==> config.mk <==
export PLATFORM = sky130hd
export DESIGN_NAME = st7735_sink_flat
export DESIGN_NICKNAME = d
export VERILOG_FILES = /design/src/rtl/st7735_pkg.sv /design/src/rtl/st7735_sink_if.sv /design/src/rtl/spi_sink_shifter.sv /design/src/rtl/st7735_sink.sv /design/src/flat_wrapper.sv
export SDC_FILE = /design/constraint.sdc
export NUM_CORES = 1
export LEC_CHECK = 0
export CAP_MARGIN = 15
export CORE_ASPECT_RATIO = 1.2
export CORE_MARGIN = 2
export CORE_UTILIZATION = 64
export DETAILED_ROUTE_END_ITERATION = 16
export DONT_BUFFER_PORTS = 1
export PLACE_DENSITY = 0.81
export SLEW_MARGIN = 20
export SYNTH_ARGS = -nofsm -noshare
export SYNTH_HDL_FRONTEND = slang
export SYNTH_HIERARCHICAL = 1
export SYNTH_SLANG_ARGS = --single-unit
==> constraint.sdc <==
create_clock -name SYSTEM_CLK -period 5.3 [get_ports SYSTEM_CLK]
set_input_delay 1.06 -clock SYSTEM_CLK [delete_from_list [all_inputs] [get_ports SYSTEM_CLK]]
set_output_delay 1.06 -clock SYSTEM_CLK [all_outputs]
set_load 0.05 [all_outputs]
==> src/rtl/st7735_pkg.sv <==
// Shared ST7735 definitions: opcodes, decoder state encoding and a clamp helper.
// Used by the panel sink and by the ST7735 driver.
package st7735_pkg;

  localparam logic [7:0] OP_SWRESET = 8'h01;
  localparam logic [7:0] OP_CASET   = 8'h2A;
  localparam logic [7:0] OP_RASET   = 8'h2B;
  localparam logic [7:0] OP_RAMWR   = 8'h2C;
  localparam logic [7:0] OP_MADCTL  = 8'h36;

  typedef enum logic [2:0] {
    ST_IDLE,
    ST_CASET_ARG,
    ST_RASET_ARG,
    ST_RAMWR_HI,
    ST_RAMWR_LO,
    ST_IGNORE,
    ST_MADCTL_ARG
  } dec_state_e;

  function automatic logic [15:0] clamp16(input logic [15:0] v, input logic [15:0] lim);
    return (v > lim) ? lim : v;
  endfunction

endpackage

==> src/rtl/st7735_sink_if.sv <==
// ST7735 serial pins plus the decoded sink outputs, in one bundle.
interface st7735_sink_if;
  logic        CS;
  logic        LCD_CLK;
  logic        MOSI;
  logic        DC;
  logic        LCD_RST_N;
  logic        CMD_VALID;
  logic [7:0]  CMD_BYTE;
  logic        PIXEL_VALID;
  logic [15:0] PIXEL_DATA;
  logic [15:0] PIXEL_X;
  logic [15:0] PIXEL_Y;
  logic        FRAME_DONE;
  logic        ERR_PARTIAL;

  modport master (
    output CS, LCD_CLK, MOSI, DC, LCD_RST_N,
    input  CMD_VALID, CMD_BYTE, PIXEL_VALID, PIXEL_DATA, PIXEL_X, PIXEL_Y,
           FRAME_DONE, ERR_PARTIAL
  );

  modport slave (
    input  CS, LCD_CLK, MOSI, DC, LCD_RST_N,
    output CMD_VALID, CMD_BYTE, PIXEL_VALID, PIXEL_DATA, PIXEL_X, PIXEL_Y,
           FRAME_DONE, ERR_PARTIAL
  );
endinterface

==> src/rtl/spi_sink_shifter.sv <==
// SPI mode-0 receive front end: synchronizers, LCD_CLK rise detect, byte assembly.
// Strobes are combinational in the detection cycle so the decoder registers them one cycle later.
module spi_sink_shifter (
  input  logic       clk_i,
  input  logic       rst_i,
  input  logic       cs_n_i,
  input  logic       sclk_i,
  input  logic       mosi_i,
  input  logic       dc_i,
  input  logic       lcd_rst_n_i,
  output logic [7:0] byte_o,
  output logic       dc_o,
  output logic       byte_stb_o,
  output logic       abort_stb_o,
  output logic       cs_idle_o,
  output logic       panel_rst_o
);

  logic [1:0] cs_q, sclk_q, mosi_q, dc_q, rstn_q;
  logic       sclk_prev_q;
  logic [2:0] cnt_q;
  logic [6:0] sh_q;
  logic       rise;

  always_ff @(posedge clk_i) begin
    if (rst_i) begin
      cs_q        <= 2'b11;
      rstn_q      <= 2'b11;
      sclk_q      <= 2'b00;
      mosi_q      <= 2'b00;
      dc_q        <= 2'b00;
      sclk_prev_q <= 1'b0;
    end else begin
      cs_q        <= {cs_q[0], cs_n_i};
      rstn_q      <= {rstn_q[0], lcd_rst_n_i};
      sclk_q      <= {sclk_q[0], sclk_i};
      mosi_q      <= {mosi_q[0], mosi_i};
      dc_q        <= {dc_q[0], dc_i};
      sclk_prev_q <= sclk_q[1];
    end
  end

  assign rise        = sclk_q[1] & ~sclk_prev_q;
  assign panel_rst_o = ~rstn_q[1];
  assign cs_idle_o   = cs_q[1];

  // The panel reset pin clears the bit counter but never its own synchronizer.
  always_ff @(posedge clk_i) begin
    if (rst_i || panel_rst_o || cs_q[1]) begin
      cnt_q <= 3'd0;
    end else if (rise) begin
      cnt_q <= cnt_q + 3'd1;
      sh_q  <= {sh_q[5:0], mosi_q[1]};
    end
  end

  assign byte_o      = {sh_q, mosi_q[1]};
  assign dc_o        = dc_q[1];
  assign byte_stb_o  = rise & ~cs_q[1] & ~panel_rst_o & (cnt_q == 3'd7);
  assign abort_stb_o = cs_q[1] & (cnt_q != 3'd0);

endmodule

==> src/rtl/st7735_sink.sv <==
// ST7735 panel model: decodes CASET/RASET/RAMWR/SWRESET into a pixel stream with coordinates.
// Optional MADCTL mirroring/swap is built when ST7735_SINK_MADCTL_EN is defined.
module st7735_sink
  import st7735_pkg::*;
#(
  parameter int WIDTH  = 160,
  parameter int HEIGHT = 120
) (
  input logic         SYSTEM_CLK,
  input logic         RESET,
  st7735_sink_if.slave bus
);

  localparam logic [15:0] X_MAX = 16'(WIDTH - 1);
  localparam logic [15:0] Y_MAX = 16'(HEIGHT - 1);

  logic [7:0] rx_byte;
  logic       rx_dc, byte_stb, abort_stb, cs_idle, panel_rst, core_rst;

  spi_sink_shifter u_shifter (
    .clk_i       (SYSTEM_CLK),
    .rst_i       (RESET),
    .cs_n_i      (bus.CS),
    .sclk_i      (bus.LCD_CLK),
    .mosi_i      (bus.MOSI),
    .dc_i        (bus.DC),
    .lcd_rst_n_i (bus.LCD_RST_N),
    .byte_o      (rx_byte),
    .dc_o        (rx_dc),
    .byte_stb_o  (byte_stb),
    .abort_stb_o (abort_stb),
    .cs_idle_o   (cs_idle),
    .panel_rst_o (panel_rst)
  );

  assign core_rst = RESET | panel_rst;

  dec_state_e  state_q;
  logic [1:0]  arg_cnt_q;
  logic [7:0]  arg_hi_q, pix_hi_q;
  logic [15:0] arg_s_q, xs_q, xe_q, ys_q, ye_q, cx_q, cy_q;
  logic        cmd_vld_q, pix_vld_q, frame_q, err_q;
  logic [7:0]  cmd_byte_q;
  logic [15:0] pix_data_q, pix_x_q, pix_y_q;
  logic [15:0] arg_val_d, arg_end_d, out_x_d, out_y_d;
  logic        frame_end_d;
`ifdef ST7735_SINK_MADCTL_EN
  logic [2:0]  madctl_q;
  logic [15:0] mir_x, mir_y;
`endif

  always_comb begin
    arg_val_d   = clamp16({arg_hi_q, rx_byte}, (state_q == ST_CASET_ARG) ? X_MAX : Y_MAX);
    arg_end_d   = (arg_s_q > arg_val_d) ? arg_s_q : arg_val_d;
    frame_end_d = (cx_q >= xe_q) && (cy_q >= ye_q);
`ifdef ST7735_SINK_MADCTL_EN
    mir_x   = madctl_q[1] ? (X_MAX - cx_q) : cx_q;
    mir_y   = madctl_q[2] ? (Y_MAX - cy_q) : cy_q;
    out_x_d = madctl_q[0] ? mir_y : mir_x;
    out_y_d = madctl_q[0] ? mir_x : mir_y;
`else
    out_x_d = cx_q;
    out_y_d = cy_q;
`endif
  end

  always_ff @(posedge SYSTEM_CLK) begin
    if (core_rst) begin
      state_q    <= ST_IDLE;
      arg_cnt_q  <= 2'd0;
      arg_hi_q   <= 8'h00;
      arg_s_q    <= 16'h0000;
      pix_hi_q   <= 8'h00;
      xs_q       <= 16'h0000;
      xe_q       <= X_MAX;
      ys_q       <= 16'h0000;
      ye_q       <= Y_MAX;
      cx_q       <= 16'h0000;
      cy_q       <= 16'h0000;
      cmd_vld_q  <= 1'b0;
      cmd_byte_q <= 8'h00;
      pix_vld_q  <= 1'b0;
      pix_data_q <= 16'h0000;
      pix_x_q    <= 16'h0000;
      pix_y_q    <= 16'h0000;
      frame_q    <= 1'b0;
      err_q      <= 1'b0;
`ifdef ST7735_SINK_MADCTL_EN
      madctl_q   <= 3'b000;
`endif
    end else begin
      cmd_vld_q <= 1'b0;
      pix_vld_q <= 1'b0;
      frame_q   <= 1'b0;
      err_q     <= abort_stb;
      // A deselect drops any half-received pixel; the window and cursor survive.
      if (cs_idle && state_q == ST_RAMWR_LO) state_q <= ST_RAMWR_HI;
      if (byte_stb) begin
        if (!rx_dc) begin
          cmd_vld_q  <= 1'b1;
          cmd_byte_q <= rx_byte;
          arg_cnt_q  <= 2'd0;
          case (rx_byte)
            OP_SWRESET: begin
              xs_q    <= 16'h0000;
              xe_q    <= X_MAX;
              ys_q    <= 16'h0000;
              ye_q    <= Y_MAX;
              state_q <= ST_IDLE;
            end
            OP_CASET: state_q <= ST_CASET_ARG;
            OP_RASET: state_q <= ST_RASET_ARG;
            OP_RAMWR: begin
              cx_q    <= xs_q;
              cy_q    <= ys_q;
              state_q <= ST_RAMWR_HI;
            end
`ifdef ST7735_SINK_MADCTL_EN
            OP_MADCTL: state_q <= ST_MADCTL_ARG;
`endif
            default: state_q <= ST_IGNORE;
          endcase
        end else begin
          case (state_q)
            ST_CASET_ARG, ST_RASET_ARG: begin
              arg_cnt_q <= arg_cnt_q + 2'd1;
              if (!arg_cnt_q[0]) begin
                arg_hi_q <= rx_byte;
              end else if (!arg_cnt_q[1]) begin
                arg_s_q <= arg_val_d;
              end else begin
                if (state_q == ST_CASET_ARG) begin
                  xs_q <= arg_s_q;
                  xe_q <= arg_end_d;
                end else begin
                  ys_q <= arg_s_q;
                  ye_q <= arg_end_d;
                end
                state_q <= ST_IDLE;
              end
            end
            ST_RAMWR_HI: begin
              pix_hi_q <= rx_byte;
              state_q  <= ST_RAMWR_LO;
            end
            ST_RAMWR_LO: begin
              pix_vld_q  <= 1'b1;
              pix_data_q <= {pix_hi_q, rx_byte};
              pix_x_q    <= out_x_d;
              pix_y_q    <= out_y_d;
              frame_q    <= frame_end_d;
              state_q    <= ST_RAMWR_HI;
              if (cx_q >= xe_q) begin
                cx_q <= xs_q;
                cy_q <= (cy_q >= ye_q) ? ys_q : cy_q + 16'd1;
              end else begin
                cx_q <= cx_q + 16'd1;
              end
            end
`ifdef ST7735_SINK_MADCTL_EN
            ST_MADCTL_ARG: begin
              madctl_q <= rx_byte[7:5];
              state_q  <= ST_IDLE;
            end
`endif
            default: ;
          endcase
        end
      end
    end
  end

  assign bus.CMD_VALID   = cmd_vld_q;
  assign bus.CMD_BYTE    = cmd_byte_q;
  assign bus.PIXEL_VALID = pix_vld_q;
  assign bus.PIXEL_DATA  = pix_data_q;
  assign bus.PIXEL_X     = pix_x_q;
  assign bus.PIXEL_Y     = pix_y_q;
  assign bus.FRAME_DONE  = frame_q;
  assign bus.ERR_PARTIAL = err_q;

endmodule
==> src/flat_wrapper.sv <==
// flat-port wrapper written by rule: the top's interface ports become plain ports
module st7735_sink_flat import st7735_pkg::*;
#(
  parameter int WIDTH  = 160,
  parameter int HEIGHT = 120
)
  (SYSTEM_CLK, RESET, bus_CS, bus_LCD_CLK, bus_MOSI, bus_DC, bus_LCD_RST_N, bus_CMD_VALID, bus_CMD_BYTE, bus_PIXEL_VALID, bus_PIXEL_DATA, bus_PIXEL_X, bus_PIXEL_Y, bus_FRAME_DONE, bus_ERR_PARTIAL);
  st7735_sink_if bus_i ();
  input logic SYSTEM_CLK;
  input logic RESET;
  input wire logic [$bits(bus_i.CS)-1:0] bus_CS;
  input wire logic [$bits(bus_i.LCD_CLK)-1:0] bus_LCD_CLK;
  input wire logic [$bits(bus_i.MOSI)-1:0] bus_MOSI;
  input wire logic [$bits(bus_i.DC)-1:0] bus_DC;
  input wire logic [$bits(bus_i.LCD_RST_N)-1:0] bus_LCD_RST_N;
  output wire logic [$bits(bus_i.CMD_VALID)-1:0] bus_CMD_VALID;
  output wire logic [$bits(bus_i.CMD_BYTE)-1:0] bus_CMD_BYTE;
  output wire logic [$bits(bus_i.PIXEL_VALID)-1:0] bus_PIXEL_VALID;
  output wire logic [$bits(bus_i.PIXEL_DATA)-1:0] bus_PIXEL_DATA;
  output wire logic [$bits(bus_i.PIXEL_X)-1:0] bus_PIXEL_X;
  output wire logic [$bits(bus_i.PIXEL_Y)-1:0] bus_PIXEL_Y;
  output wire logic [$bits(bus_i.FRAME_DONE)-1:0] bus_FRAME_DONE;
  output wire logic [$bits(bus_i.ERR_PARTIAL)-1:0] bus_ERR_PARTIAL;
  assign bus_i.CS = bus_CS;
  assign bus_i.LCD_CLK = bus_LCD_CLK;
  assign bus_i.MOSI = bus_MOSI;
  assign bus_i.DC = bus_DC;
  assign bus_i.LCD_RST_N = bus_LCD_RST_N;
  assign bus_CMD_VALID = bus_i.CMD_VALID;
  assign bus_CMD_BYTE = bus_i.CMD_BYTE;
  assign bus_PIXEL_VALID = bus_i.PIXEL_VALID;
  assign bus_PIXEL_DATA = bus_i.PIXEL_DATA;
  assign bus_PIXEL_X = bus_i.PIXEL_X;
  assign bus_PIXEL_Y = bus_i.PIXEL_Y;
  assign bus_FRAME_DONE = bus_i.FRAME_DONE;
  assign bus_ERR_PARTIAL = bus_i.ERR_PARTIAL;
  st7735_sink #(.WIDTH(WIDTH), .HEIGHT(HEIGHT)) u_core (.SYSTEM_CLK(SYSTEM_CLK), .RESET(RESET), .bus(bus_i));
endmodule
# Word-level counts from Yosys, hierarchy flattened
# Cells that the tools add are included.
[word_totals]
output_inout_bits = 60
ff_bits = 214
elab_cells = 134
[op_classes]
add_sub_neg = 4
n_mux = 46
bitwise = 15
n_eq_ne = 16
magnitude_cmp = 4
reduce_logical = 22
[op_table]
columns = ["cell", "count"]
rows = [
  ["$mux 16", 34],
  ["$add 16x1->16 const B", 2],
  ["$ge 16x16->1", 2],
  ["$gt 16x16->1", 2],
  ["$eq 8x6->1 const B", 3],
  ["$mux 3", 5],
  ["$ne 2x1->1 const B", 6],
  ["$pmux 3 s4", 1],
  ["$reduce_and 6->1", 2],
  ["$not 1->1", 9],
  ["$pmux 3 s3", 1],
  ["$reduce_and 3->1", 3],
  ["$eq 8x1->1 const B", 1],
  ["$mux 8", 1],
  ["$reduce_and 4->1", 2],
  ["$eq 3x2->1 const B", 2],
  ["$eq 3x3->1 const B", 2],
  ["$reduce_and 2->1", 3],
  ["$and 1x1->1", 5],
  ["$reduce_and 5->1", 1],
  ["$mux 2", 2],
  ["$reduce_bool 2->1", 2],
  ["$reduce_or 2->1", 2],
  ["$reduce_or 4->1", 1],
  ["10 further kinds", 13],
]

# Depth between registers and ports, before layout
# Gate-level depths: netlist of the first run.
[depth]
word_depth = 11
depth_mapped = 18
depth_no_buf = 15

# Modules after synthesis
# The synthesis of the first run kept the hierarchy.
[by_module_without_submodules]
columns = ["module", "seq_area_each_um2", "area_per_inst_um2", "cells_each", "n_inst"]
rows = [
  ["st7735_sink", 3863.7, 9676.8, 1192, 1],
  ["spi_sink_shifter", 490.5, 711.9, 53, 1],
]

# Worst setup path before layout of the first run
# Ideal clock, no wire load.
[synth_path]
path_type = "reg2reg"
start = "reg u_core.state_q[2]"
end = "reg u_core.xe_q[3]"
t_required_ps = 5173
arrival_ps = 3886
setup_slack_ps = 1286
n_path_buf = 3
setup_ps = 127
path_stages_with_launch = 18
path_cell_list = "dfxtp_1 -> buf_2 -> or3b_1 -> buf_2 -> inv_2 -> ha_1 -> a21o_1 -> a221o_1 -> o21ai_0 -> a31oi_1 -> ha_1 -> a21oi_1 -> a311oi_1 -> a2111oi_0 -> a22oi_1 -> clkbuf_1 -> nor4b_1 -> nor3_1"
[synth_via]
elab_chain_len = 11
word_cells_on_any_way = 16
[synth_rtl]
columns = ["element", "line_no", "rtl"]
rows = [
  ["start, declared", "st7735_sink.sv:38", "dec_state_e state_q;"],
  ["start signal, assigned", "st7735_sink.sv:69", "state_q <= ST_IDLE;"],
  ["start signal, assigned", "st7735_sink.sv:97", "if (cs_idle && state_q == ST_RAMWR_LO) state_q <= ST_RAMWR_HI;"],
  ["start signal, assigned", "st7735_sink.sv:109", "state_q <= ST_IDLE;"],
  ["$eq 3x1->1", "st7735_sink.sv:53, st7735_sink.sv:124, st7735_sink.sv:132", ""],
  ["$mux 8", "st7735_sink.sv:53", "arg_val_d = clamp16({arg_hi_q, rx_byte}, (state_q == ST_CASET_ARG) ? X_MAX : Y_MAX);"],
  ["$gt 16x16->1", "st7735_pkg.sv:22", "return (v > lim) ? lim : v;"],
  ["$mux 16", "st7735_pkg.sv:22", ""],
  ["$gt 16x16->1", "st7735_sink.sv:54", "arg_end_d = (arg_s_q > arg_val_d) ? arg_s_q : arg_val_d;"],
  ["$mux 16", "st7735_sink.sv:54", ""],
  ["$mux 16", "st7735_sink.sv:132", "if (state_q == ST_CASET_ARG) begin"],
  ["$mux 16", "st7735_sink.sv:129", "end else if (!arg_cnt_q[1]) begin"],
  ["$mux 16", "st7735_sink.sv:127", "if (!arg_cnt_q[0]) begin"],
  ["$mux 16", "st7735_sink.sv:124", "case (state_q)"],
  ["$mux 16", "st7735_sink.sv:99", "if (!rx_dc) begin"],
  ["end signal, assigned", "st7735_sink.sv:134", "xe_q <= arg_end_d;"],
  ["end, declared", "st7735_sink.sv:41", "logic [15:0] arg_s_q, xs_q, xe_q, ys_q, ye_q, cx_q, cy_q;"],
]
# Several ways; a longest one is shown, not always the timed one. The select of a mux whose other input is x is not followed.
# A chain may end at the register's enable or synchronous reset.

# Final worst setup path of the first run
[layout_path]
start = "reg u_core.state_q[2]"
end = "reg u_core.ye_q[3]"
[layout_via]
elab_chain_len = 11
word_cells_on_any_way = 16
[layout_rtl]
columns = ["element", "line_no", "rtl"]
rows = [
  ["$eq 3x1->1", "st7735_sink.sv:53, st7735_sink.sv:124, st7735_sink.sv:132", ""],
  ["$mux 8", "st7735_sink.sv:53", ""],
  ["$gt 16x16->1", "st7735_pkg.sv:22", ""],
  ["$mux 16", "st7735_pkg.sv:22", ""],
  ["$gt 16x16->1", "st7735_sink.sv:54", ""],
  ["$mux 16", "st7735_sink.sv:54", ""],
  ["$mux 16", "st7735_sink.sv:132", ""],
  ["$mux 16", "st7735_sink.sv:129", ""],
  ["$mux 16", "st7735_sink.sv:127", ""],
  ["$mux 16", "st7735_sink.sv:124", ""],
  ["$mux 16", "st7735_sink.sv:99", ""],
  ["end signal, assigned", "st7735_sink.sv:137", "ye_q <= arg_end_d;"],
  ["end, declared", "st7735_sink.sv:41", ""],
]
# Several ways; a longest one is shown, not always the timed one. The select of a mux whose other input is x is not followed.

==> results of run 1 <==
registers in the layout, indices dropped and copies added, names as in the netlist, 3 cells and up:
name                    cells
u_core/state_q              3
u_core/bus.PIXEL_Y         16
u_core/bus.CMD_BYTE         8
u_core/xe_q                16
u_core/pix_hi_q             8
u_core/xs_q                16
u_core/u_shifter/cnt_q      3
u_core/cy_q                16
u_core/bus.PIXEL_X         16
u_core/cx_q                16
u_core/bus.PIXEL_DATA      16
u_core/ys_q                16
u_core/ye_q                16
u_core/arg_s_q             16
u_core/arg_hi_q             8
u_core/u_shifter/sh_q       7
power groups by stage:
stage / sequential, W / combinational (W) / clock, W
2_1_floorplan: 0.00166 / 0.0000582 / 0
3_3_place_gp: 0.00166 / 0.0000682 / 0
3_5_place_dp: 0.00166 / 0.0000695 / 0
4_1_cts: 0.00162 / 0.0000696 / 0.00171
5_1_grt: 0.00162 / 0.0000764 / 0.00178
6_report: 0.00162 / 0.0000709 / 0.00169
per-layer routing:
metal  up-vias  track usage  wire length, um  part of all wire
li1       4315            -                -                 -
met1      4174        0.363            10500              0.41
met2       381        0.502            12400              0.48
met3        77       0.0468             1840             0.072
met4         0        0.135             1060             0.041
met5         -            0                0                 0
cell type report:
type	instances	area, um^2	share of cell area
clock buffers	31	646	0.0575
clock inverters	9	156	0.0139
inverters	51	191	0.0171
multi-input cells	904	5510	0.491
flip-flops and latches	214	4360	0.388
well taps	212	265	0.0236
repair buffers	14	105	0.00936
placed cells by master (no fill, tap or decap), drive strengths merged, types with 13 or more instances in the layout:
cell type  instances
nand2            225
dfxtp            207
a21oi            137
nor2              75
nand3             59
ha                57
inv               51
nor3              41
o21ai             38
clkbuf            31
nand4             30
mux2i             27
and3              16
mux2              15
nor4b             15
a32o              14
buf               14
nor2b             13
kinds of logic after synthesis:
| family | count (synthesis) | share of synthesized area |
|---|---|---|
| xor+xnor | 3 | 0.00253 |
| simple gates | 525 | 0.250 |
| flops | 214 | 0.419 |
| other cells | 1 | 0.000361 |
| buf+inv | 134 | 0.0559 |
| compound gates | 269 | 0.161 |
| mux | 42 | 0.0430 |
| fa+ha+maj | 57 | 0.0686 |
synth_stat cells (4+ instances only):
cell,count,share of area
a211oi_1,10,0.0072
mux2i_1,27,0.026
inv_1,49,0.018
nor4_1,7,0.0042
mux2_2,13,0.014
or3_1,4,0.0024
edfxtp_1,7,0.020
nor3_1,40,0.019
dfxtp_1,207,0.40
o22ai_1,5,0.0030
buf_2,20,0.0096
a32o_1,14,0.013
a31oi_1,12,0.0072
or2_2,7,0.0042
o21ai_0,36,0.017
and3_1,15,0.0090
nand3_1,59,0.028
clkbuf_1,49,0.018
nor2b_1,13,0.0078
o21a_1,7,0.0051
nor4b_1,12,0.010
nand4_1,30,0.018
nand2b_1,4,0.0024
and2_1,9,0.0054
buf_4,8,0.0058
a21oi_1,137,0.066
and4_1,6,0.0051
a21o_1,5,0.0036
nand2_1,224,0.081
a21boi_0,9,0.0065
nor2_1,73,0.026
ha_1,57,0.069
o32ai_1,5,0.0042
final timing paths:
| check | from | to | slack [ns] | cells past startpoint |
|---|---|---|---|---|
| setup / recovery | u_core/state_q[2] | u_core/ye_q[3] | 0.34 | 16 |
| hold / removal | u_core/u_shifter/rstn_q[0] | u_core/u_shifter/rstn_q[1] | 0.41 | 1 |
| setup reg to reg | u_core/state_q[2] | u_core/ye_q[3] | 0.34 | 16 |
| hold reg to reg | u_core/u_shifter/rstn_q[0] | u_core/u_shifter/rstn_q[1] | 0.41 | 1 |
critical path: stages, from the launching register on:
cell and delay (ns):
dfxtp_1 0.44, or3b_1 0.54, inv_2 0.14, ha_1 0.27, a21o_1 0.21, a221oi_1 0.35
o22ai_1 0.18, a21oi_1 0.37, inv_1 0.09, ha_1 0.32, nand3_1 0.10, a311oi_1 0.31
a2111oi_0 0.15, a22oi_2 0.53, buf_4 0.42, mux2_2 0.37, o32ai_1 0.10
stage by stage:
stage	instance area, um^2	setup slack, ns	hold slack (ns)	cells
finish	11200	0.337	0.412	1435
global route	11200	0.0745	0.435	1435
CTS	11200	0.515	0.412	1435
detailed placement	10400	0.509	0.397	1395
global placement	10400	0.760	0.394	1395
floorplan	10400	1.29	0.389	1252
==> run_results.csv, run 1 <==
group,metric,value,unit
status,outcome,"completed",
timing,final-setup-viol-count,0,
timing,fin_crit_sh,0.936,
placed_design,dpl.hpwl,16900,um
timing,setup_tns,0,ns
pwr,p_sw,0.000698,W
synthesis,yosysSeqAreaShare,0.419,
pwr,power.density,301,nW/um^2
setup_path,worstPathMaxFanout,33,
pwr,leakage,4.03,nW
floorplanning,initial_core_util,0.646,
clock_network,cts_buffers,22,
final_layout,final_util,0.698,
timing,hold_viol_final,0,
pwr,ir_worst_vdd,243,uV
final_layout,n_antenna_cell,0,
synthesis,syn-mean-instance-area,8.34,um^2
placed_design,io_buffer_count,0,
synthesis,synth_edf_count,7,
timing,max_freq,0.201,GHz
setup_path,cp.arrival,5.39,ns
detailed_routing,routedWlPerCell,17.9,um
grt,grt_overflow,0,
final_layout,fillers,1246,
worst_hold_path,hp-class,"flop to flop",
setup_path,crit_path_end_kind,"flop",
detailed_routing,drt_first_pass_iters,5,
synthesis,async_reset_ff_frac,0,
grt,first_global_vias,8389,
detailed_routing,vias_per_cell,6.23,
floorplanning,die_y,144,um
final_layout,areaGrowthSynthToFinish,8.06,%
grt,grt_usage,0.293,
timing,post-route-min-period,4.96,ns
floorplanning,dieArea,17300,um^2
clock_network,post_cts.repair.setup_buffers,0,
clock_network,cts.sinks,214,
synthesis,synth_cell_types,75,
final_layout,fin_nets,1271,
clock_network,cts-hold-fix-buffers,0,
pwr,seq_power_share,0.480,
pwr,p_total,0.00338,W
clock_network,htree_levels,1,
detailed_routing,final_antenna_net_count,0,
pwr,swShare,0.206,
setup_path,crit_type,"flop to flop",
floorplanning,row_count,51,
clock_network,cts_tree,"built",
clock_network,clkLatencyLatePin,0.51,ns
floorplanning,core-area,16100,um^2
synthesis,yosysWarningCount,6,
grt,antenna_found_initial,0,
synthesis,syn_inst,1245,
pwr,power_frac_comb,0.021,
setup_path,cp-start-kind,"flop",
final_layout,drive_above_1_share,0.0801,
grt,grt_start_max_net_pins,71,
detailed_routing,drc,0,
detailed_routing,wirelength,25700,um
timing,clock_skew,0.0261,ns
clock_network,cts_resized,0,
pwr,intPower,0.00268,W
clock_network,clkTransAtPathRegs,0.07,ns
setup_path,critPathRequiredTime,5.72,ns
floorplanning,design.portCount,67,
floorplanning,die_w,120,um
clock_network,cts.path.max_buffers,3,
synthesis,ys_seq_elements,214,
synthesis,synth_area,10400,um^2
placed_design,gp_congestion,0.909,
timing,maxSlewViolCount,0,
flow_run,cap_violations,0,
pwr,clkPwrFrac,0.499,
timing,rsz0062_at_grt,"no",
timing,slew_headroom,0.353,
timing,tightest_slew,0.966,ns
clock_network,clockRootBuffer,"clkbuf_16",
grt,grt_pass1_wl,41200,um
detailed_routing,routed-via-count,8947,
detailed_routing,drt_iter0_markers,863,
synthesis,synth_flop_cell,"dfxtp_1",
(Power assumes the default switching activity.)
==> run 2: changes to the inputs <==
- CTS_CLUSTER_DIAMETER: unset -> 30
- PLACE_DENSITY: 0.81 -> 0.84
==> run 2 against run 1 <==
Clock power is 47% higher. Core utilization grew 3.7 points. Maximum frequency increased by 8.4%. Critical path depth stayed put. Via count grew 3.2%. Cell count rose by 2.6%. Flip-flop and latch count unchanged. Setup slack improved by 0.38 ns. Combinational power is 0.7% lower. Largest cell class unchanged. Highest routed layer unchanged.
==> run_results.csv, run 2 (same netlist as run 1, synthesis figures left out) <==
group,metric,value,unit
status,outcome,"completed",
floorplanning,design.portCount,67,
pwr,seq_power_share,0.389,
pwr,intPower,0.00322,W
clock_network,cts.path.max_buffers,3,
flow_run,cap_violations,0,
setup_path,critPathRequiredTime,5.76,ns
pwr,power.density,354,nW/um^2
worst_hold_path,min_path_cells,1,
timing,max_freq,0.218,GHz
detailed_routing,drt_first_pass_iters,5,
timing,post-route-min-period,4.58,ns
clock_network,htree_levels,2,
timing,whs,0.409,ns
clock_network,clkTransAtPathRegs,0.06,ns
detailed_routing,drc,0,
timing,clock_skew,0.0359,ns
detailed_routing,vias_per_cell,6.27,
grt,grt_usage,0.309,
grt,antenna_found_initial,0,
timing,tightest_slew,1.03,ns
pwr,swShare,0.230,
timing,maxSlewViolCount,0,
timing,hold_viol_final,0,
pwr,clkPwrFrac,0.594,
grt,first_global_vias,8754,
floorplanning,core-area,16100,um^2
detailed_routing,final_antenna_net_count,0,
clock_network,cts_resized,0,
setup_path,crit_type,"flop to flop",
final_layout,n_antenna_cell,0,
timing,fin_crit_sh,0.864,
setup_path,worstPathMaxFanout,16,
clock_network,cts.sinks,214,
pwr,p_total,0.00419,W
placed_design,gp_congestion,0.886,
final_layout,areaGrowthSynthToFinish,13.8,%
timing,slew_headroom,0.314,
grt,grt_pass1_wl,43000,um
final_layout,fillers,1167,
placed_design,io_buffer_count,0,
pwr,leakage,4.32,nW
timing,setup_tns,0,ns
setup_path,ff2ff_path_depth,16,
final_layout,layout_common_cells,"nand2_1, dfxtp_1, a21oi_1",
detailed_routing,routedWlPerCell,18.2,um
floorplanning,row_count,51,
placed_design,dpl.hpwl,16800,um
final_layout,fin_nets,1295,
grt,grt_start_max_net_pins,64,
placed_design,placed_cell_area,10500,um^2
setup_path,cp.arrival,5.04,ns
clock_network,cts_buffers,38,
final_layout,final_common_cell,"nand2_1",
floorplanning,die_y,144,um
final_layout,drive_above_1_share,0.109,
detailed_routing,wirelength,26900,um
setup_path,reg2reg_slack,0.72,ns
clock_network,cts_tree,"built",
floorplanning,die_w,120,um
clock_network,clkLatencyLatePin,0.54,ns
setup_path,crit_path_end_kind,"flop",
floorplanning,dieArea,17300,um^2
grt,grt_overflow,0,
clock_network,clockRootBuffer,"clkbuf_16",
worst_hold_path,hp-class,"flop to flop",
pwr,power_frac_comb,0.017,
pwr,p_sw,0.000964,W
pwr,ir_worst_vdd,282,uV
timing,rsz0062_at_grt,"no",
setup_path,cp-start-kind,"flop",
floorplanning,initial_core_util,0.646,
timing,final-setup-viol-count,0,
detailed_routing,drt_iter0_markers,907,
final_layout,fin_area,11800,um^2
detailed_routing,routed-via-count,9235,
run 2: per-stage QoR:
stage	setup WS, ns	cells	utilization
2_1_floorplan	1.29	1252	-
3_3_place_gp	0.442	1401	0.651
3_5_place_dp	0.269	1401	0.651
4_1_cts	0.228	1471	0.734
5_1_grt	0.334	1473	0.735
6_report	0.721	1473	0.735
run 2: critical path, stage by stage (launching register included):
cell	delay, ns
dfxtp_1	0.43
or3b_1	0.54
inv_2	0.14
ha_1	0.26
a21o_1	0.21
a221o_1	0.41
o21ai_0	0.19
a31oi_1	0.24
ha_1	0.37
a21oi_1	0.15
a311oi_1	0.10
a2111oi_0	0.53
a22oi_2	0.20
buf_6	0.20
buf_4	0.20
nor4b_1	0.15
nor3_1	0.18
run 2: power by group through the flow:
stage          registers [W]  logic [W]  clock network [W]
6_report             0.00163  0.0000704            0.00249
5_1_grt              0.00163  0.0000759            0.00261
4_1_cts              0.00163  0.0000691            0.00251
3_5_place_dp         0.00166  0.0000683                  0
3_3_place_gp         0.00166  0.0000676                  0
2_1_floorplan        0.00166  0.0000582                  0
run 2: layer usage:
metal | share of wire | global-route usage
met3 | 0.073 | 0.0583
met2 | 0.49 | 0.525
met5 | 0 | 0
met4 | 0.040 | 0.155
met1 | 0.40 | 0.374
run 2: final timing paths:
path | start | endpoint
max | u_core/state_q[2] | u_core/xe_q[0]
min | u_core/u_shifter/rstn_q[0] | u_core/u_shifter/rstn_q[1]
max reg2reg | u_core/state_q[2] | u_core/xe_q[0]
min reg2reg | u_core/u_shifter/rstn_q[0] | u_core/u_shifter/rstn_q[1]
run 2: repair_timing:
action / CTS / global route
buffers inserted: 0 / 1
hold buffers: 0 / 0
setup endpoints to repair: 0 / 1
run 2: cell type report:
type,instances,area [um^2],share of cell area
Tap cell,212,265,0.0224
Multi-Input combinational cell,904,5500,0.465
Clock inverter,28,343,0.0290
Sequential cell,214,4360,0.369
Timing Repair Buffer,22,181,0.0154
Clock buffer,42,986,0.0834
Inverter,51,191,0.0162
